===== config.mk =====
export PLATFORM = sky130hd
export DESIGN_NAME = bc_seg7_scan_flat
export DESIGN_NICKNAME = d
export VERILOG_FILES = /design/src/rtl/bc_display_pkg.sv /design/src/rtl/bc_seg7_scan_if.sv /design/src/rtl/bc_seg7_decode.sv /design/src/rtl/bc_seg7_scan.sv /design/src/flat_wrapper.sv
export SDC_FILE = /design/constraint.sdc
export NUM_CORES = 1
export LEC_CHECK = 0
export BUFFER_PORTS_ARGS = -buffer_cell sky130_fd_sc_hd__buf_2
export CORE_ASPECT_RATIO = 1.25
export CORE_UTILIZATION = 58
export DETAILED_ROUTE_END_ITERATION = 12
export PLACE_DENSITY = 0.79
export SLEW_MARGIN = 15
export SYNTH_ARGS = -nofsm -noshare
export SYNTH_HDL_FRONTEND = slang
export SYNTH_HIERARCHICAL = 1
export SYNTH_SLANG_ARGS = --single-unit

===== constraint.sdc =====
create_clock -name clock -period 3.63 [get_ports clock]
set_input_delay 0.1815 -clock clock [delete_from_list [all_inputs] [get_ports clock]]
set_output_delay 0.1815 -clock clock [all_outputs]
set_load 0.005 [all_outputs]

===== src/rtl/bc_display_pkg.sv =====
// Symbol codes and segment patterns shared by the Bulls & Cows display back-end.
// Segment vectors are {g,f,e,d,c,b,a}, active low.
package bc_display_pkg;

  typedef enum logic [4:0] {
    HEX0, HEX1, HEX2, HEX3, HEX4, HEX5, HEX6, HEX7,
    HEX8, HEX9, HEXA, HEXB, HEXC, HEXD, HEXE, HEXF,
    BLANK, DASH, P, R
  } sym_t;

  localparam logic [6:0] SEG_OFF = 7'h7F;
  localparam logic [7:0] AN_OFF  = 8'hFF;

  localparam logic [6:0] SEG_HEX [16] = '{
    7'b1000000, 7'b1111001, 7'b0100100, 7'b0110000,
    7'b0011001, 7'b0010010, 7'b0000010, 7'b1111000,
    7'b0000000, 7'b0010000, 7'b0001000, 7'b0000011,
    7'b1000110, 7'b0100001, 7'b0000110, 7'b0001110
  };

  localparam logic [6:0] SEG_DASH = 7'b0111111;
  localparam logic [6:0] SEG_P    = 7'b0001100;
  localparam logic [6:0] SEG_R    = 7'b0101111;

endpackage


===== src/rtl/bc_seg7_scan_if.sv =====
// Frame hand-off between the game core (master) and the display back-end (slave).
interface bc_seg7_scan_if;
  import bc_display_pkg::*;

  logic        load;
  logic [39:0] sym_in;
  logic [7:0]  blink_mask;
  logic        busy;
  logic        ack;

  modport master (output load, output sym_in, output blink_mask, input busy, input ack);
  modport slave  (input load, input sym_in, input blink_mask, output busy, output ack);

endinterface


===== src/rtl/bc_seg7_decode.sv =====
// Symbol to active-low 7-segment pattern; unassigned codes render as blank.
module bc_seg7_decode
  import bc_display_pkg::*;
(
  input  sym_t       sym,
  output logic [6:0] seg
);

  logic [4:0] code;
  assign code = sym;

  always_comb begin
    seg = SEG_OFF;
    if (code < 5'h10) begin
      seg = SEG_HEX[code[3:0]];
    end else begin
      case (sym)
        DASH:    seg = SEG_DASH;
        P:       seg = SEG_P;
        R:       seg = SEG_R;
        default: seg = SEG_OFF;
      endcase
    end
  end

endmodule


===== src/rtl/bc_seg7_scan.sv =====
// 8-digit multiplexed 7-segment scanner with a double-buffered frame that only
// commits on a scan-frame boundary, plus per-digit blanking and blink.
//
//   state      | meaning
//   SH_EMPTY   | shadow matches active, nothing to commit
//   SH_PENDING | shadow holds a frame waiting for the next frame boundary
module bc_seg7_scan
  import bc_display_pkg::*;
#(
  parameter int REFRESH_DIV  = 100000,
  parameter int BLINK_FRAMES = 64
) (
  input  logic             clock,
  input  logic             reset,
  bc_seg7_scan_if.slave    bus,
  output logic [7:0]       an,
  output logic [6:0]       digit
);

  localparam int PW = $clog2(REFRESH_DIV);
  localparam int FW = (BLINK_FRAMES > 1) ? $clog2(BLINK_FRAMES) : 1;
  localparam logic [PW-1:0] P_LAST = PW'(REFRESH_DIV - 1);
  localparam logic [FW-1:0] F_LAST = FW'(BLINK_FRAMES - 1);

  typedef enum logic {SH_EMPTY, SH_PENDING} sh_state_t;

  sh_state_t     state, state_nxt;
  logic [PW-1:0] pre;
  logic [2:0]    slot;
  logic [FW-1:0] fcnt;
  logic          phase;
  logic          tc, boundary, commit, ack_q;
  sym_t          act_sym [8];
  sym_t          sh_sym  [8];
  logic [7:0]    act_blink, sh_blink;
  logic [6:0]    cur_seg;
  logic          cur_off;

  assign tc       = (pre == P_LAST);
  assign boundary = tc && (slot == 3'd7);
  assign bus.busy = (state == SH_PENDING);
  assign bus.ack  = ack_q;

  always_ff @(posedge clock) begin
    if (reset) state <= SH_EMPTY;
    else       state <= state_nxt;
  end

  // A load landing on the commit cycle keeps the FSM pending for the next frame.
  always_comb begin
    state_nxt = state;
    commit    = 1'b0;
    case (state)
      SH_EMPTY: begin
        if (bus.load) state_nxt = SH_PENDING;
      end
      SH_PENDING: begin
        if (boundary) begin
          commit = 1'b1;
          if (!bus.load) state_nxt = SH_EMPTY;
        end
      end
      default: state_nxt = SH_EMPTY;
    endcase
  end

  always_ff @(posedge clock) begin
    if (reset) begin
      pre   <= '0;
      slot  <= '0;
      fcnt  <= '0;
      phase <= 1'b0;
    end else begin
      pre <= tc ? '0 : pre + PW'(1);
      if (tc) slot <= slot + 3'd1;
      if (boundary) begin
        if (fcnt == F_LAST) begin
          fcnt  <= '0;
          phase <= ~phase;
        end else begin
          fcnt <= fcnt + FW'(1);
        end
      end
    end
  end

  always_ff @(posedge clock) begin
    if (reset) begin
      for (int i = 0; i < 8; i++) begin
        act_sym[i] <= BLANK;
        sh_sym[i]  <= BLANK;
      end
      act_blink <= '0;
      sh_blink  <= '0;
      ack_q     <= 1'b0;
    end else begin
      ack_q <= commit;
      if (commit) begin
        act_sym   <= sh_sym;
        act_blink <= sh_blink;
      end
      if (bus.load) begin
        for (int i = 0; i < 8; i++) sh_sym[i] <= sym_t'(bus.sym_in[5*i +: 5]);
        sh_blink <= bus.blink_mask;
      end
    end
  end

  bc_seg7_decode u_decode (
    .sym (act_sym[slot]),
    .seg (cur_seg)
  );

  assign cur_off = (cur_seg == SEG_OFF) || (phase && act_blink[slot]);

  always_ff @(posedge clock) begin
    if (reset) begin
      an    <= AN_OFF;
      digit <= SEG_OFF;
    end else begin
      an    <= cur_off ? AN_OFF  : ~(8'b1 << slot);
      digit <= cur_off ? SEG_OFF : cur_seg;
    end
  end

endmodule


===== src/flat_wrapper.sv =====
// flat-port wrapper written by rule: the top's interface ports become plain ports
module bc_seg7_scan_flat import bc_display_pkg::*;
#(
  parameter int REFRESH_DIV  = 100000,
  parameter int BLINK_FRAMES = 64
)
  (clock, reset, an, digit, bus_load, bus_sym_in, bus_blink_mask, bus_busy, bus_ack);
  bc_seg7_scan_if bus_i ();
  input  logic clock;
  input  logic reset;
  output logic [7:0] an;
  output logic [6:0] digit;
  input wire logic [$bits(bus_i.load)-1:0] bus_load;
  input wire logic [$bits(bus_i.sym_in)-1:0] bus_sym_in;
  input wire logic [$bits(bus_i.blink_mask)-1:0] bus_blink_mask;
  output wire logic [$bits(bus_i.busy)-1:0] bus_busy;
  output wire logic [$bits(bus_i.ack)-1:0] bus_ack;
  assign bus_i.load = bus_load;
  assign bus_i.sym_in = bus_sym_in;
  assign bus_i.blink_mask = bus_blink_mask;
  assign bus_busy = bus_i.busy;
  assign bus_ack = bus_i.ack;
  bc_seg7_scan #(.REFRESH_DIV(REFRESH_DIV), .BLINK_FRAMES(BLINK_FRAMES)) u_core (.clock(clock), .reset(reset), .bus(bus_i), .an(an), .digit(digit));
endmodule

==> flow_metrics.tcl, run 1 <==
set metrics [dict create \
    status "complete, no violations" \
    cts_tree "done" \
    num-fill-cells 728 \
    hold_viol 0 \
    crit_top_cell "nand2_1" \
    path_class "flip-flop to flip-flop" \
    grt_pass1_vias 4493 \
    fp.dieH_microns 114.9 \
    synth_top_cell_by_area "dfxtp_1" \
    pre_cts_slack_ns 0.5175 \
    n_antenna_cell 0 \
    drive_above_1_share_pct 19.26 \
    fin_util_pct 72.74 \
    drv_slew 0 \
    cp.required_ns 3.92 \
    holdBufCountCts 26 \
    async_flop_share_pct 0 \
    critPathCaptureType "flip-flop" \
    post_cts_resized 0 \
    fin_crit_sh_pct 86.25 \
    powerDensity_nw_per_um2 476.1 \
    drcViolationCount 0 \
    grtUsageMet1_pct 29.68 \
    crit_arrival_ns 3.43 \
    fin_skew_ns 0.006880 \
    wl_per_cell_microns 14.57 \
    maxSlewHeadroom_pct 32.84 \
    yosys-top-cells-count "dfxtp_1 (140), nand2_1 (131), nor2_1 (67), a21oi_1 (51), mux2i_1 (43)" \
    dp_hpwl_microns 8021 \
    areaGrowthSynthToFinish_pct 20.03 \
    synth.area.top_cells "dfxtp_1 (47%), nand2_1 (8.3%), mux2i_1 (7.3%)" \
    via_per_inst 5.502 \
    path_cells "buf_4 -> mux4_2 -> nand2_1 -> nand2_1 -> ha_1 -> mux2_4 -> a221oi_2 -> a31oi_1 -> and4_1 -> nand4_1 -> nand2_1 -> a21oi_1 -> nand2_1" \
    rsz0062_at_grt "false" \
    syn_inst 635 \
    hold_class "input port to flip-flop" \
    grt_max_degree 61 \
    stdcell_area_sq_um 7099 \
    holdCritStartpoint "bus_sym_in[12]" \
    routed_wl_microns 12430 \
    report.power.total_w 0.003380 \
    grt_usage_pct 24.96 \
    gp_congestion 0.9594 \
    synth_area_per_cell_sq_um 9.314 \
    top_usage_layer "met2" \
    yosys.area.top_type_share_pct 47.39 \
    reg2reg_slack_ns 0.50 \
    maxCapViolations 0 \
    drt_iter0_markers 213 \
    cts_post_setup_buffers_inserted 0 \
    ys_ff_latch 140 \
    ant_nets 0 \
    finalSetupViolCount 0 \
    grtUsageMet3_pct 5.820 \
    max_stage_delay_ns 0.47 \
    worstMarginPinSlew_ns 1.007 \
    hold_end "u_core/sh_sym[27]$_SDFFE_PP0P_" \
    whs_path_depth 3 \
    clkSinkCount 140 \
    grt_use_met2_pct 42.67 \
    coreArea_sq_um 9759 \
    die_x_microns 92.32 \
    crit_fanout 12 \
    netlist_area_sq_um 5914 \
    yosysSeqAreaShare_pct 47.39 \
    die_area_sq_um 10610 \
    fmax_mhz 319.4 \
    p_leak_nw 2.826 \
    cp-start-kind "flip-flop" \
    clock_latency_ns 0.42 \
    setup_slack_ns 0.4990 \
    grt_overflow_total 0 \
    clkTransAtPathRegs_ns 0.06 \
    cts_root_buf "clkbuf_16" \
    vias 4693 \
    clk_path_buf_depth 2 \
    yosysMostFrequentCell "dfxtp_1" \
    synth.net_count 700 \
    ys.warnings.count 6 \
    min_period_ns 3.131 \
    grt_first_pass_wirelength_microns 20770 \
    ys.flop_type "dfxtp_1" \
    initial_core_util_pct 60.60 \
    critPathSlowestCell "dfxtp_1" \
    nNetsFinal 779 \
    peakVddDrop_v 0.0004062 \
    synth-edff-count 0 \
    dpl-instance-area_sq_um 6270 \
    dr.pass1.iters 5 \
    htree_levels 4 \
    r2r_end "u_core/an[4]$_SDFF_PP1_" \
    io-pin-count 68 \
    synth_cell_types 63 \
    rows 40 \
    antenna_found_initial 0 \
    portBuffers 67 \
    tns_ns 0 \
    cts_buffers 17 \
    rr_startpoint "u_core/slot[0]$_SDFFE_PP0N_" \
    reg2reg_depth 13 \
]
-- cells in the final DEF (no fill, tap or decap), types with 4 or more instances in the layout --
cell type	count
nand3b_1	8
xnor2_1	4
ha_1	14
mux4_2	12
nor2_1	67
mux2i_1	43
nor4_1	4
clkbuf_16	17
a21oi_1	51
nor2b_1	11
buf_2	66
inv_1	5
buf_4	8
nand2_1	131
dfxtp_1	140
nand3_1	11
nand2b_1	8
and3_1	5
dlygate4sd3_1	26
clkinv_2	4
xor2_1	14
a211o_1	9
nand4_1	8
-- cell type report --
type | count | area [sq um] | area share [%]
Tap cell | 126 | 157.7 | 2.221
Timing Repair Buffer | 100 | 650.6 | 9.165
Clock inverter | 13 | 116.4 | 1.639
Inverter | 7 | 26.28 | 0.3701
Clock buffer | 19 | 452.9 | 6.380
Multi-Input combinational cell | 448 | 2893 | 40.75
Sequential cell | 140 | 2803 | 39.48
-- power breakdown --
part | switching (W) | total (W) | internal [W]
combinational | 0.0000707 | 0.000150 | 0.0000790
sequential | 0.0000218 | 0.00160 | 0.00157
clock | 0.000656 | 0.00164 | 0.000979
-- kinds of logic (layout without fill, tap and decap cells) --
logic type | after synthesis | count (layout) | share of synthesized area (%)
adders and majority gates | 14 | 14 | 2.962
AOI/OAI and AO/OA | 77 | 77 | 8.166
muxes | 58 | 58 | 12.48
xor gates and xnor gates | 18 | 18 | 2.666
DFF | 140 | 140 | 47.39
and+or+nand+nor | 281 | 281 | 22.64
buffers and inverters | 47 | 139 | 3.702
-- worst max-delay path, delay by kind of cell (launching register included) --
kind	cells	cell delay, ns
multiplexers	2	0.61
AO/OA/AOI/OAI	3	0.58
adder cells (fa/ha/maj)	1	0.30
flip-flops	1	0.47
AND/OR/NAND/NOR	6	0.75
buffers and inverters	1	0.28
-- routing by layer --
metal	up-vias	part of all wire, %	routed length [microns]
met2	117	50	6183
met1	2222	43	5400
li1	2322	-	-
met5	-	0	0
met3	32	4.2	524
met4	0	2.6	323
-- how the worst max path moves through the flow --
stage	endpoint	cells past startpoint	startpoint
3_3_place_gp	u_core/an[6]$_SDFF_PP1_	14	u_core/slot[0]$_SDFFE_PP0N_
4_1_cts	u_core/an[4]$_SDFF_PP1_	13	u_core/slot[0]$_SDFFE_PP0N_
6_report	u_core/an[4]$_SDFF_PP1_	13	u_core/slot[0]$_SDFFE_PP0N_
3_5_place_dp	u_core/an[4]$_SDFF_PP1_	14	u_core/slot[0]$_SDFFE_PP0N_
2_1_floorplan	u_core/an[4]$_SDFF_PP1_	14	u_core/slot[0]$_SDFFE_PP0N_
5_1_grt	u_core/an[4]$_SDFF_PP1_	14	u_core/slot[0]$_SDFFE_PP0N_
-- registers in the layout, indices dropped and copies added (netlist names) --
| name | count |
|---|---|
| u_core/sh_blink | 8 |
| u_core/digit | 7 |
| u_core/slot | 3 |
| u_core/bus.busy | 1 |
| u_core/act_blink | 8 |
| u_core/an | 8 |
| u_core/phase | 1 |
| u_core/bus.ack | 1 |
| u_core/pre | 17 |
| u_core/sh_sym | 40 |
| u_core/fcnt | 6 |
| u_core/act_sym | 40 |
-- per-stage QoR --
step	std cells	hold WS, ns
5_1_grt	853	0.01941
4_1_cts	853	0.0008924
3_3_place_gp	795	0.3883
3_5_place_dp	795	0.3939
6_report	853	0.007184
2_1_floorplan	635	0.2838
No activity file was read; power rests on OpenSTA's default activity.
==> inputs of run 2 (changes only) <==
Settings changed: BUFFER_PORTS_ARGS -buffer_cell sky130_fd_sc_hd__buf_2 to unset, CORE_MARGIN set to 3, CORE_UTILIZATION 58 to 63, DONT_BUFFER_PORTS set to 1.
==> flow_metrics.tcl, run 2 (synthesis results as in run 1) <==
set metrics [dict create \
    clock_latency_ns 0.53 \
    htree_levels 4 \
    gp_congestion 0.8254 \
    wl_per_cell_microns 16.25 \
    fp.dieH_microns 114.3 \
    coreArea_sq_um 8891 \
    finalSetupViolCount 0 \
    post_cts_resized 0 \
    clkTransAtPathRegs_ns 0.06 \
    final_cells 801 \
    p_leak_nw 2.715 \
    path_cells "mux4_2 -> nand2_1 -> nand2_1 -> inv_1 -> ha_1 -> nand2b_1 -> o41ai_4 -> o21ai_1 -> and4_1 -> nand4_1 -> nand2_1 -> a21oi_1 -> nand2_1" \
    fin_skew_ns 0.009775 \
    r2r_end "u_core/an[5]$_SDFF_PP1_" \
    n_antenna_cell 0 \
    critPathSlowestCell "dfxtp_1" \
    clkSinkCount 140 \
    fin_crit_sh_pct 90.42 \
    rsz0062_at_grt "false" \
    hold_viol 0 \
    num-fill-cells 552 \
    top_regs "u_core/act_sym: 40 flops, u_core/sh_sym: 40 flops, u_core/pre: 17 flops" \
    powerDensity_nw_per_um2 502.6 \
    holdCritStartpoint "reset" \
    path_class "flip-flop to flip-flop" \
    grt_pass1_vias 4471 \
    cp.required_ns 4.03 \
    whs_ns 0.04810 \
    grt_first_pass_wirelength_microns 21580 \
    whs_path_depth 2 \
    maxCapViolations 0 \
    ant_nets 0 \
    maxSlewHeadroom_pct 39.80 \
    portBuffers 0 \
    nNetsFinal 733 \
    min_period_ns 3.282 \
    setup.worst_path.start "u_core/slot[0]$_SDFFE_PP0N_" \
    drcViolationCount 0 \
    grt_overflow_total 0 \
    rr_startpoint "u_core/slot[0]$_SDFFE_PP0N_" \
    io-pin-count 68 \
    cts_tree "done" \
    crit_arrival_ns 3.68 \
    worstMarginPinSlew_ns 0.9029 \
    clk_path_buf_depth 2 \
    dp_hpwl_microns 7804 \
    holdBufCountCts 50 \
    areaGrowthSynthToFinish_pct 19.38 \
    antenna_found_initial 0 \
    crit_fanout 9 \
    routed_wl_microns 13010 \
    via_per_inst 5.738 \
    grt_usage_pct 25.72 \
    rows 38 \
    die_x_microns 92.66 \
    hold_class "input port to flip-flop" \
    drv_slew 0 \
    cts_post_setup_buffers_inserted 0 \
    cts_root_buf "clkbuf_8" \
    reg2reg_depth 13 \
    cp-start-kind "flip-flop" \
    layout_common_cells "dfxtp_1 (140), nand2_1 (131), nor2_1 (67)" \
    critPathCaptureType "flip-flop" \
    crit_top_cell "nand2_1" \
    drt_iter0_markers 318 \
    layout_commonest_cell "dfxtp_1" \
    cts_buffers 17 \
    status "complete, no violations" \
    peakVddDrop_v 0.0004345 \
    fmax_mhz 304.7 \
    max_stage_delay_ns 0.62 \
    tns_ns 0 \
    hold_end "u_core/pre[1]$_SDFF_PP0_" \
    dr.pass1.iters 5 \
    die_area_sq_um 10590 \
    reg2reg_slack_ns 0.35 \
    initial_core_util_pct 66.52 \
    dp_cells 719 \
    grt_max_degree 114 \
    vias 4596 \
    drive_above_1_share_pct 10.43 \
]
-- run 2: through the flow --
stage	instance area (sq um)	setup slack (ns)	total power [W]	util [%]
floorplan	5914	0.5574	0.001707	-
global placement	5902	0.6793	0.001688	66.38
detailed placement	5902	0.4260	0.001692	66.38
CTS	7061	0.4043	0.003561	79.41
global route	7061	0.1044	0.003654	79.41
finish	7061	0.3479	0.003548	79.41
-- run 2: worst max-delay path by stage --
stage / to / cells after the start
after floorplan: u_core/an[4]$_SDFF_PP1_ / 14
after global placement: u_core/an[6]$_SDFF_PP1_ / 13
after detailed placement: u_core/an[5]$_SDFF_PP1_ / 13
after CTS: u_core/an[5]$_SDFF_PP1_ / 13
after global routing: u_core/an[6]$_SDFF_PP1_ / 14
final: u_core/an[5]$_SDFF_PP1_ / 13
-- run 2: critical path, delay by kind of cell, from the launching register on --
kind	cells	cell delay (ns)
flops	1	0.62
fa+ha+maj	1	0.27
mux	1	0.56
buf+inv	1	0.17
compound gates	3	0.64
simple gates	7	0.87
-- run 2: per-layer routing --
| metal | share of wire (%) | track usage (%) |
|---|---|---|
| met4 | 1.9 | 10.07 |
| met1 | 42 | 31.18 |
| met3 | 4.6 | 5.786 |
| met2 | 51 | 44.43 |
| met5 | 0 | 0 |
-- run 2: layout make-up --
type | instances | area, sq um | share of cell area, %
well taps | 120 | 150.1 | 2.127
clock inverters | 11 | 163.9 | 2.321
clock buffers | 21 | 459.2 | 6.504
repair buffers | 54 | 565.5 | 8.010
multi-input cells | 448 | 2893 | 40.97
flip-flops and latches | 140 | 2803 | 39.70
inverters | 7 | 26.28 | 0.3721
-- run 2: power breakdown --
part	internal (W)	switching, W
logic	0.0000796	0.0000675
clock network	0.00117	0.000636
registers	0.00157	0.0000244
